### src/rtl/md_pkg.sv
// Shared encodings and default timing for the multiply/divide sequencer and HI/LO block.
package md_pkg;

    typedef enum logic [1:0] {
        ST_IDLE    = 2'd0,
        ST_RUN     = 2'd1,
        ST_CAPTURE = 2'd2,
        ST_DONE    = 2'd3
    } md_state_e;

    localparam logic OP_MULT = 1'b0;
    localparam logic OP_DIV  = 1'b1;

    localparam int CNT_W           = 6;
    localparam int MULT_CYCLES_DEF = 33;
    localparam int DIV_CYCLES_DEF  = 33;

endpackage

### src/rtl/md_cycle_counter.sv
// Up-counter cleared by load; tc flags that the current count equals the last value.
module md_cycle_counter
    import md_pkg::*;
#(
    parameter int WIDTH = CNT_W
) (
    input  logic             clk,
    input  logic             reset,
    input  logic             load,
    input  logic             en,
    input  logic [WIDTH-1:0] last,
    output logic             tc
);

    logic [WIDTH-1:0] count;

    always_ff @(posedge clk) begin
        if (reset) begin
            count <= '0;
        end else if (load) begin
            count <= '0;
        end else if (en) begin
            count <= count + 1'b1;
        end
    end

    assign tc = (count == last);

endmodule

### src/rtl/md_hilo_unit.sv
// Multiply/divide sequencer: holds the unit enable for a fixed cycle count, then captures into HI/LO.
// state | meaning: IDLE wait for start, accept mthi/mtlo | RUN enable held | CAPTURE load HI/LO | DONE done pulse
module md_hilo_unit
    import md_pkg::*;
#(
    parameter int MULT_CYCLES = MULT_CYCLES_DEF,
    parameter int DIV_CYCLES  = DIV_CYCLES_DEF
) (
    input  logic        clk,
    input  logic        reset,
    input  logic        start,
    input  logic        op,
    input  logic        mthi,
    input  logic        mtlo,
    input  logic [31:0] wdata,
    input  logic [63:0] mult_result,
    input  logic [31:0] div_quot,
    input  logic [31:0] div_rem,
    input  logic        div_zero,
    output logic        mult_en,
    output logic        div_en,
    output logic        busy,
    output logic        done,
    output logic        div0,
    output logic [31:0] hi,
    output logic [31:0] lo
);

    localparam logic [CNT_W-1:0] MULT_LAST = CNT_W'(MULT_CYCLES - 1);
    localparam logic [CNT_W-1:0] DIV_LAST  = CNT_W'(DIV_CYCLES - 1);

    md_state_e        state;
    logic             op_q;
    logic             tc;
    logic [CNT_W-1:0] last;

    assign last = (op_q == OP_DIV) ? DIV_LAST : MULT_LAST;

    // Held at zero while idle, so every accepted start begins counting from 0.
    md_cycle_counter #(.WIDTH(CNT_W)) u_cnt (
        .clk   (clk),
        .reset (reset),
        .load  (state == ST_IDLE),
        .en    (state == ST_RUN),
        .last  (last),
        .tc    (tc)
    );

    always_ff @(posedge clk) begin
        if (reset) begin
            state   <= ST_IDLE;
            op_q    <= OP_MULT;
            mult_en <= 1'b0;
            div_en  <= 1'b0;
            busy    <= 1'b0;
            done    <= 1'b0;
            div0    <= 1'b0;
            hi      <= '0;
            lo      <= '0;
        end else begin
            done <= 1'b0;
            div0 <= 1'b0;
            case (state)
                ST_IDLE: begin
                    if (mthi) hi <= wdata;
                    if (mtlo) lo <= wdata;
                    if (start) begin
                        op_q    <= op;
                        state   <= ST_RUN;
                        busy    <= 1'b1;
                        mult_en <= (op == OP_MULT);
                        div_en  <= (op == OP_DIV);
                    end
                end
                ST_RUN: begin
                    if (tc) begin
                        mult_en <= 1'b0;
                        div_en  <= 1'b0;
                        state   <= ST_CAPTURE;
                    end
                end
                ST_CAPTURE: begin
                    if (op_q == OP_MULT) begin
                        hi <= mult_result[63:32];
                        lo <= mult_result[31:0];
                    end else if (!div_zero) begin
                        hi <= div_rem;
                        lo <= div_quot;
                    end else begin
                        div0 <= 1'b1;
                    end
                    done  <= 1'b1;
                    busy  <= 1'b0;
                    state <= ST_DONE;
                end
                default: begin
                    state <= ST_IDLE;
                end
            endcase
        end
    end

endmodule

### config.mk
export PLATFORM = sky130hd
export DESIGN_NAME = md_hilo_unit
export DESIGN_NICKNAME = d
export VERILOG_FILES = /design/src/rtl/md_pkg.sv /design/src/rtl/md_cycle_counter.sv /design/src/rtl/md_hilo_unit.sv
export SDC_FILE = /design/constraint.sdc
export NUM_CORES = 1
export LEC_CHECK = 0
export ABC_AREA = 1
export CAP_MARGIN = 25
export CORE_MARGIN = 1
export CORE_UTILIZATION = 42
export CTS_CLUSTER_DIAMETER = 200
export DETAILED_ROUTE_END_ITERATION = 16
export PLACE_DENSITY_LB_ADDON = 0.15
export SETUP_SLACK_MARGIN = 0.15
export SYNTH_ARGS = -nofsm -noshare
export SYNTH_HDL_FRONTEND = slang
export SYNTH_SLANG_ARGS = --single-unit
### constraint.sdc
create_clock -name clk -period 4.85 [get_ports clk]
set_clock_uncertainty 0.15 [all_clocks]
set_input_delay 0.485 -clock clk [delete_from_list [all_inputs] [get_ports clk]]
set_output_delay 0.485 -clock clk [all_outputs]
set_load 0.01 [all_outputs]
# Word level (Yosys, flattened, before mapping)
# Index checks and enable logic that the tools add are counted.
# Widths: inputs -> output; s select.
# word_totals
in_bits,167
register_bits,78
out_inout_bits,69
# classes
add_sub_neg,1
bitwise,3
n_eq_ne,8
n_reduce_logical,11
muxes,20
# op_table
operator,n
$mux 32,6
$pmux 32 s2,2
$reduce_and 3->1,3
$ne 2x2->1 const B,4
$add 6x1->6 const B,1
$eq 6x6->1 const B,1
$mux 1,6
$pmux 1 s2,3
$pmux 2 s3,1
$reduce_and 2->1,3
$mux 2,2
$reduce_bool 2->1,2
$ne 3x3->1 const B,1
$not 1->1,3
$reduce_or 3->1,1
$eq 2x1->1 const B,1
$eq 2x2->1 const B,1
$logic_not 2->1,1
$reduce_or 2->1,1

# Logic depth before layout (Yosys ltp)
# Gate-level depths: netlist of the first run.
# depth
word_depth,3
depth_mapped,10
ltp_nobuf,10

# Modules after synthesis
# From an unflattened synthesis of the first run, not the netlist that was laid out.
# hier_totals
hier_cells,969
hier_area_um2,5205.0
# modules_own_cells
module,cells_per_inst,instances,area_per_inst_um2
md_hilo_unit,907,1,4820.9
md_cycle_counter,62,1,384.1

# Least setup slack after synthesis of the first run
# No wires, ideal clock.
# synth_timing
path_kind,flip-flop to flip-flop
from,reg state[0]
to,reg hi[0]
path_slack_ns,3.271
path_stages_with_launch,8
arrival_time_ns,1.314
synth_period_minus_slack_ns,1.579
path_cell_list,dfxtp_1 > inv_1 > ha_1 > buf_2 > clkbuf_1 > o22ai_1 > nor2_1 > nor2_1
# synth_between
elab_chain_len,3
word_cells_on_any_way,7
# synth_lines
item,line,rtl
start: declaration,md_hilo_unit.sv:32,md_state_e state;
start signal: assignment,md_hilo_unit.sv:51,state <= ST_IDLE;
start signal: assignment,md_hilo_unit.sv:69,state <= ST_RUN;
start signal: assignment,md_hilo_unit.sv:79,state <= ST_CAPTURE;
$eq 2x2->1 or $logic_not 2->1 (tied branches),md_hilo_unit.sv:63,case (state)
$ne 3x3->1 (no line) (tied with other cells),n/a,
$reduce_and 3->1 (no line),n/a,
end signal: assignment,md_hilo_unit.sv:65,if (mthi) hi <= wdata;
end signal: assignment,md_hilo_unit.sv:84,hi <= mult_result[63:32];
end signal: assignment,md_hilo_unit.sv:87,hi <= div_rem;
end: declaration,md_hilo_unit.sv:25,"output logic [31:0] hi,"
# Parallel ways exist; a longest one is shown, timed or not.
# A chain may end at the register's enable or synchronous reset.

# Worst setup path after layout of the first run
# layout_timing
from,reg state[0]
to,reg hi[13]
# Same word-level chain as after synthesis.

==> run summary, run 1 <==
Status: finished, final reports clean
Core area: 9415 µm²
Hold buffers post-CTS: 0
Drt total wl: 14620 µm
Most common cell in the netlist: nor2_1
Number of buffers created by CTS: 9
Number of synthesized flops with an enable pin: 0
Pre-CTS setup slack: 1536 ps
DRT antenna net count: 0
Die span in y: 101.6 µm
Port Buffers: 235
Dpl cells: 946
Die X: 101.6 µm
Worst slew pin tran: 982.8 ps
VDD IR max: 0.3659 mV
Gr usage total: 28.30%
CP max stage cell: nor2_4
Number of diodes: 0
Net Sw Frac: 40.78%
Max incr delay on CP: 700 ps
Final max-slew violation count: 0
HP Start: busy
Post-Syn Nets: 802
Area Growth Syn to Fin: 61.03%
Part of the power in registers: 29.6%
Post-Syn Area: 4164 µm²
Worst-path maximum fanout: 66
M1 GR Usage: 31.16%
Post-CTS Resized: 0
Synth Register Bits: 78
P_sw: 0.001575 W
GRT overflow: 0
Clock Sinks: 78
CP arrival: 3450 ps
Async SR Flop Fraction: 0%
Final period util: 69.44%
Final hold violations: 0
Pre-Repair DR Iteration Count: 5
Rows: 35
Unrepaired setup endpoints after global routing: false
Synth top cells by count: 204 x nor2_1, 78 x dfxtp_1, 71 x o21ai_0
Clock buffer depth: 2
Dominant cell type by area after synthesis: dfxtp_1
WS Path Type: register to register
Initial core utilization: 44.23%
Drt wl/cell: 15.18 µm
Leak: 2.633 nW
Worst Setup SP: state[0]
Vias per cell: 5.196
Post-layout worst setup margin: 1482 ps
Placer Congestion: 0.8509
Gate Count Post-Synth: 629
Rel. slew slack: 34.39%
Setup crit start kind: register
Cell mode on critical path: nor2_1
Mean Syn Cell Area: 6.620 µm²
Via count: 5004
Worst setup EP type: register
Post-synth top area share: 37.50%
Antenna violations before repair: 0
Clock share of power: 15.2%
Int Pwr: 0.002287 W
First-pass GRT wire length: 22560 µm
Yosys cell types: 23
FF-to-FF Start: state[0]
Grt met3 use: 6.970%
# setup viols final: 0
Post-CTS setup buffers: 0
CTS root buffer: clkbuf_8
Most used DFF post-synth: dfxtp_1
Pin count of the biggest net entering global routing: 68
Clock transition at path regs: 80 ps
Max_cap viols: 0
Hold crit path type: register to register
GR Layer Usage met2: 51.46%
Crit-path cells: inv_1 > ha_4 > buf_4 > nand3_2 > nand2_2 > nor2_4 > inv_2 > nor2_1 > nor2_1
Initial DRC count: 207
CP Data Required Time: 4930 ps
# IOs: 236
Finished Layout Cells: 963
Sequential area share after synthesis: 37.50%
Combinational power share: 55.3%
HPWL Detailed: 10400 µm
P per Cell Area: 575.9 nW/µm²
H-tree levels: 3
Top cells by area, synth: dfxtp_1 38%, nor2_1 18%, o22ai_1 9.6%
Worst skew pair latency: 340 ps
CTS tree: built
Synth Warn #: 0
Share of layout cells above drive strength 1: 3.597%
Fmax: 296.9 MHz
Min Tclk post-route: 3368 ps
Tot Pwr: 0.003862 W
Vias in the first global route: 4794
Sum Neg Setup Slack: 0 ps
DRC Markers: 0
Die area: 10320 µm²
Busiest layer in global routing: met2
Nets: 1003
stage by stage:
stage	util (%)	hold slack (ps)	instance area [µm²]
2_1_floorplan	-	305.4	4164
3_3_place_gp	68.20	327.2	6421
3_5_place_dp	68.20	320.1	6421
4_1_cts	70.71	333.0	6658
5_1_grt	71.22	354.6	6705
6_report	71.22	332.4	6705
power by group through the flow:
stage               sequential (W)  clock [W]  combinational [W]
finish                     0.00114   0.000585            0.00213
detailed placement         0.00117          0            0.00209
floorplan                  0.00125          0            0.00111
global placement           0.00116          0            0.00205
global route               0.00118   0.000618            0.00235
CTS                        0.00116   0.000589            0.00210
metal layers:
metal  vias up  share of wire [%]
met2       229                 49
met4         0                2.9
met3        31                8.4
met5         -                  0
met1      2257                 40
li1       2487                  -
kinds of logic after synthesis:
family	count (synthesis)	share of synthesized area, %
simple gates	238	22.51
fa+ha+maj	6	1.803
buf+inv	102	11.54
flops	78	37.50
compound gates	205	26.65
final cells by class:
class	count	area [µm²]
Clock buffer	11	141.4
Clock inverter	4	95.09
Fill cell	787	2710
Inverter	54	202.7
Multi-Input combinational cell	449	2135
Sequential cell	78	1563
Tap cell	129	161.4
Timing Repair Buffer	238	2407
flip-flops by register name (all words and copies together) (netlist names), 2 cells and up:
name and flops:
hi 32, state 2, lo 32, u_cnt.count 6
worst paths after layout:
path              cells after the start  slack (ps)     end
hold / removal                        2         330    busy
setup / recovery                      9        1480  hi[13]
setup reg to reg                      9        1480  hi[13]
hold reg to reg                       2         330    busy
worst max-delay path: cells and delay by family (launching register included):
| kind | cells | cell delay (ps) |
|---|---|---|
| AND/OR/NAND/NOR | 5 | 1260 |
| buffers and inverters | 3 | 1030 |
| flip-flops | 1 | 400 |
| adder cells (fa/ha/maj) | 1 | 340 |
cells in the final DEF, fill, tap and decap left out, drive strengths merged, types with 6 or more instances in the layout:
master / instances
o22ai: 64
ha: 6
clkdlybuf4s50: 235
inv: 54
nor2: 206
nand3: 6
dfxtp: 78
clkbuf: 11
o21ai: 131
a21oi: 9
nand2: 19
No activity file was read; power rests on OpenSTA's default activity.
==> inputs of run 2 (changes only) <==
--- a/config.mk
+++ b/config.mk
@@ -8,7 +8,7 @@
 export ABC_AREA = 1
 export CAP_MARGIN = 25
 export CORE_MARGIN = 1
-export CORE_UTILIZATION = 42
+export CORE_UTILIZATION = 39
 export CTS_CLUSTER_DIAMETER = 200
 export DETAILED_ROUTE_END_ITERATION = 16
 export PLACE_DENSITY_LB_ADDON = 0.15
==> constraint.sdc (replaced) <==
create_clock -name clk -period 3.4 [get_ports clk]
set_clock_uncertainty 0.15 [all_clocks]
set_input_delay 0.34 -clock clk [delete_from_list [all_inputs] [get_ports clk]]
set_output_delay 0.34 -clock clk [all_outputs]
set_load 0.01 [all_outputs]
==> run 2 against run 1 <==
  * Register-to-register slack worse by 570 ps
  * Clock-buffer cell count fell by 1
  * Core utilization fell by 6.6 points
  * Global-route usage is 2.3 points lower
  * Sequential share of layout area rose by 0.12 points
  * Design area fell by 0.52%
  * Non-clock buffer count grew 3
  * First-iteration DRC count up 92%
  * Clock power is 15% higher
  * Worst hold slack better by 16 ps
  * Highest routed layer unchanged
==> run summary, run 2 (synthesis gave the netlist of run 1 again) <==
Core area: 10320 µm²
Sum Neg Setup Slack: 0 ps
Die area: 11090 µm²
Worst hold path cell count: 2
Number of buffers created by CTS: 9
Cell mode on critical path: nor2_1
Pre-Repair DR Iteration Count: 5
Initial core utilization: 40.33%
CP max stage cell: buf_4
Worst setup EP type: register
Max incr delay on CP: 620 ps
Vias in the first global route: 4698
Fill count: 923
Number of diodes: 0
Pin count of the biggest net entering global routing: 74
Rows: 37
Nets: 1006
Area Growth Syn to Fin: 60.19%
Final period util: 73.11%
HP Start: busy
# IOs: 236
CP Data Required Time: 3530 ps
Clock transition at path regs: 80 ps
Status: finished, final reports clean
Post-CTS setup buffers: 0
WS Path Type: register to register
CTS tree: built
# setup viols final: 0
Min Tclk post-route: 2486 ps
Share of layout cells above drive strength 1: 4.057%
Port Buffers: 235
Hold crit path type: register to register
Wl on met1: 6166 µm
Setup crit start kind: register
Part of the power in registers: 30.0%
Final hold violations: 0
Drt total wl: 14950 µm
Hold endpoint: busy
Finished Layout Cells: 974
P per Cell Area: 804.7 nW/µm²
First-pass GRT wire length: 22910 µm
Die X: 105.3 µm
Worst-path maximum fanout: 73
VDD IR max: 0.5735 mV
Fmax: 402.3 MHz
Drt wl/cell: 15.35 µm
HPWL Detailed: 10920 µm
Combinational power share: 57.5%
Clock buffer depth: 2
Final max-slew violation count: 0
Die span in y: 105.3 µm
Net Sw Frac: 42.17%
Hold buffers post-CTS: 0
Rel. slew slack: 55.73%
WP buf/inv: 2
Clock Sinks: 78
Post-CTS Resized: 0
GRT overflow: 0
Gr usage total: 26.00%
Max_cap viols: 0
Int Pwr: 0.003104 W
Vias per cell: 5.202
Commonest non-fill, non-tap cell in the layout: clkdlybuf4s50_1
Dpl cells: 958
Worst slew pin tran: 663.1 ps
Via count: 5067
H-tree levels: 3
CTS root buffer: clkbuf_8
Highest metal used: met4
Initial DRC count: 398
CP arrival: 2620 ps
DRC Markers: 0
Leading registers by flop count: hi: 32 flops, lo: 32 flops, u_cnt.count: 6 flops
Antenna violations before repair: 0
Met2 routed WL: 7223 µm
FF-to-FF Start: state[0]
Capture point of the worst reg-to-reg path: hi[23]
Crit-path leading delay family: buffers and inverters
Worst skew pair latency: 350 ps
Placer Congestion: 0.8700
Commonest non-fill, non-tap cells in the layout: 235 x clkdlybuf4s50_1, 204 x nor2_1, 77 x dfxtp_1
DRT antenna net count: 0
Leak: 2.610 nW
R2R depth: 7
R2r setup slk: 910 ps
Tot Pwr: 0.005368 W
Unrepaired setup endpoints after global routing: false
P_sw: 0.002264 W
Clock share of power: 12.5%
DR WL met3: 1230 µm
Crit-path cells: inv_1 > ha_4 > buf_4 > o21ai_0 > o22ai_1 > nor2_1 > nor2_1
-- run 2: area by class of cell --
class                           instances  area [µm²]  area share [%]
Clock inverter                          6       62.56          0.9379
Inverter                               54       202.7           3.039
Clock buffer                           10       127.6           1.913
Multi-Input combinational cell        449        2135           32.00
Tap cell                              136       170.2           2.551
Timing Repair Buffer                  241        2410           36.13
Sequential cell                        78        1563           23.43
-- run 2: worst register-to-register path: cells and delay by family (launching register included) --
| family | cells | cell delay, ps |
|---|---|---|
| adder cells (fa/ha/maj) | 1 | 510 |
| buffers and inverters | 2 | 780 |
| flip-flops | 1 | 350 |
| AO/OA/AOI/OAI | 2 | 480 |
| AND/OR/NAND/NOR | 2 | 150 |
-- run 2: layer usage --
metal	GRT usage (%)	up-vias
met5	0	-
met4	9.356	0
met3	6.988	23
met2	47.18	229
met1	28.93	2318
li1	-	2497
-- run 2: power by group through the flow --
stage / combinational [W] / clock [W] / sequential [W]
finish: 0.00309 / 0.000673 / 0.00161
global route: 0.00336 / 0.000728 / 0.00166
CTS: 0.00308 / 0.000680 / 0.00161
detailed placement: 0.00306 / 0 / 0.00162
global placement: 0.00300 / 0 / 0.00161
floorplan: 0.00158 / 0 / 0.00178
-- run 2: worst max-delay path by stage --
stage | to | start | slack, ps | cells past startpoint
6_report | hi[23] | state[0] | 910 | 7
5_1_grt | hi[23] | state[0] | 680 | 7
3_3_place_gp | hi[23] | state[0] | 1100 | 7
3_5_place_dp | hi[7] | state[0] | 970 | 9
4_1_cts | hi[7] | state[0] | 940 | 9
2_1_floorplan | hi[0] | state[0] | 1820 | 7
-- run 2: metrics by stage --
step | utilization (%) | worst slack, ps | hold slack [ps] | area, µm²
3_5_place_dp | 62.77 | 969.0 | 334.5 | 6480
2_1_floorplan | - | 1821 | 259.1 | 4164
6_report | 64.61 | 914.2 | 348.6 | 6670
4_1_cts | 64.61 | 937.2 | 345.9 | 6670
3_3_place_gp | 62.57 | 1099 | 319.7 | 6460
5_1_grt | 64.61 | 680.5 | 377.8 | 6670
==> inputs of run 3 (changes only) <==
==> constraint.sdc (replaced) <==
create_clock -name clk -period 2.6 [get_ports clk]
set_clock_uncertainty 0.15 [all_clocks]
set_input_delay 0.26 -clock clk [delete_from_list [all_inputs] [get_ports clk]]
set_output_delay 0.26 -clock clk [all_outputs]
set_load 0.01 [all_outputs]
==> run 3 against run 2 <==
  * Sequential share of layout area down 0.23 points
  * Critical path type unchanged
  * Design area is 0.98% higher
  * Register-to-register slack worse by 340 ps
  * Global-route usage fell by 0.17 points
==> run summary, run 3 (synthesis gave the netlist of run 1 again) <==
Dpl cells: 961
First-pass GRT wire length: 22700 µm
Clock Sinks: 78
Fmax: 493.8 MHz
Vias per cell: 5.108
Status: finished, final reports clean
Min Tclk post-route: 2025 ps
R2r setup slk: 580 ps
Hold endpoint: busy
Clock buffer depth: 2
CP Data Required Time: 2730 ps
Max_cap viols: 0
GRT overflow: 0
HP Start: busy
FF-to-FF Start: state[0]
H-tree levels: 3
Placer Congestion: 0.8650
Final hold violations: 0
Area Growth Syn to Fin: 61.75%
Rows: 37
Die X: 105.3 µm
Share of layout cells above drive strength 1: 4.400%
Fill count: 921
WP buf/inv: 2
Drt wl/cell: 14.79 µm
Vias in the first global route: 4843
Commonest non-fill, non-tap cells in the layout: 235 x clkdlybuf4s50_1, 204 x nor2_1, 77 x dfxtp_1
Clock transition at path regs: 80 ps
Commonest non-fill, non-tap cell in the layout: clkdlybuf4s50_1
Max incr delay on CP: 480 ps
WS Path Type: register to register
CP arrival: 2160 ps
CTS tree: built
Rel. slew slack: 59.13%
Initial core utilization: 40.33%
Leading registers by flop count: hi: 32 flops, lo: 32 flops, u_cnt.count: 6 flops
DRC Markers: 0
# setup viols final: 0
Sum Neg Setup Slack: 0 ps
Hold buffers post-CTS: 0
Finished Layout Cells: 977
Final period util: 77.88%
Number of buffers created by CTS: 9
Nets: 1009
Final max-slew violation count: 0
Initial DRC count: 329
Crit-path leading delay family: buffers and inverters
Via count: 4991
Worst-path maximum fanout: 63
Capture point of the worst reg-to-reg path: hi[26]
Leak: 2.650 nW
Post-CTS Resized: 0
Unrepaired setup endpoints after global routing: false
Gr usage total: 25.82%
Port Buffers: 235
VDD IR max: 0.4803 mV
Worst skew pair latency: 340 ps
CP max stage cell: buf_4
Post-CTS setup buffers: 0
HPWL Detailed: 10790 µm
Cell mode on critical path: nor2_1
Crit-path cells: inv_1 > ha_4 > buf_4 > o21ai_0 > o22ai_1 > nor2_1 > nor2_1
Pin count of the biggest net entering global routing: 64
P per Cell Area: 1057 nW/µm²
Die span in y: 105.3 µm
Setup crit start kind: register
Area occupied by registers: 1563 µm²
Drt total wl: 14450 µm
CTS root buffer: clkbuf_8
DRT antenna net count: 0
Worst slew pin tran: 612.2 ps
Die area: 11090 µm²
Area of the multi-input gates: 2135 µm²
Worst hold path cell count: 2
Worst setup EP type: register
Antenna violations before repair: 0
Pre-Repair DR Iteration Count: 5
Core area: 10320 µm²
R2R depth: 7
Number of diodes: 0
# IOs: 236
Hold crit path type: register to register
-- run 3: cell count changes in the layout (fill, tap and decap cells not counted), sizes merged --
| cell | previous run | this run |
|---|---|---|
| clkinv | 2 | 0 |
| buf | 6 | 9 |
| clkbuf | 10 | 14 |
| clkinvlp | 3 | 1 |
-- run 3: area by class of cell --
cell class | instances | area share [%]
Clock buffer | 14 | 2.712
Clock inverter | 2 | 0.5573
Inverter | 54 | 3.009
Multi-Input combinational cell | 449 | 31.69
Sequential cell | 78 | 23.20
Tap cell | 136 | 2.526
Timing Repair Buffer | 244 | 36.30
-- run 3: how the worst max path moves through the flow --
stage,startpoint,end,slack [ps],cells past startpoint
after detailed placement,state[0],hi[21],620,9
after global placement,state[0],lo[0],630,7
after global routing,state[0],hi[24],360,7
final,state[0],hi[26],580,7
after floorplan,state[0],hi[0],1020,7
after CTS,state[0],hi[5],590,9
-- run 3: power by group --
| part | internal (W) | total (W) | switching [W] |
|---|---|---|---|
| Sequential | 0.00177 | 0.00209 | 0.000319 |
| Combinational | 0.00187 | 0.00405 | 0.00218 |
| Clock | 0.000550 | 0.000979 | 0.000429 |
-- run 3: worst register-to-register path: cells and delay by family, from the launching register on --
kind            cells  cell delay, ps
compound gates      2             430
flops               1             350
fa+ha+maj           1             260
buf+inv             2             610
simple gates        2             170
-- run 3: metal layers --
| layer | track usage (%) | vias up | routed length, µm |
|---|---|---|---|
| met5 | 0 | - | 0 |
| met4 | 10.66 | 0 | 437 |
| met3 | 7.792 | 31 | 1247 |
| met2 | 46.38 | 218 | 6892 |
| met1 | 28.09 | 2239 | 5870 |
| li1 | - | 2503 | - |
-- run 3: metrics by stage --
step           worst slack [ps]  utilization (%)  area, µm²  hold WS, ps  power, W
6_report                  575.0            65.24       6735        337.1  0.007120
3_3_place_gp              629.8            63.11       6515        324.3  0.006098
4_1_cts                   593.0            65.24       6735        344.9  0.007155
2_1_floorplan              1021                -       4164        179.1  0.004394
3_5_place_dp              620.5            63.11       6515        334.5  0.006159
5_1_grt                   363.9            65.24       6735        356.0  0.007641
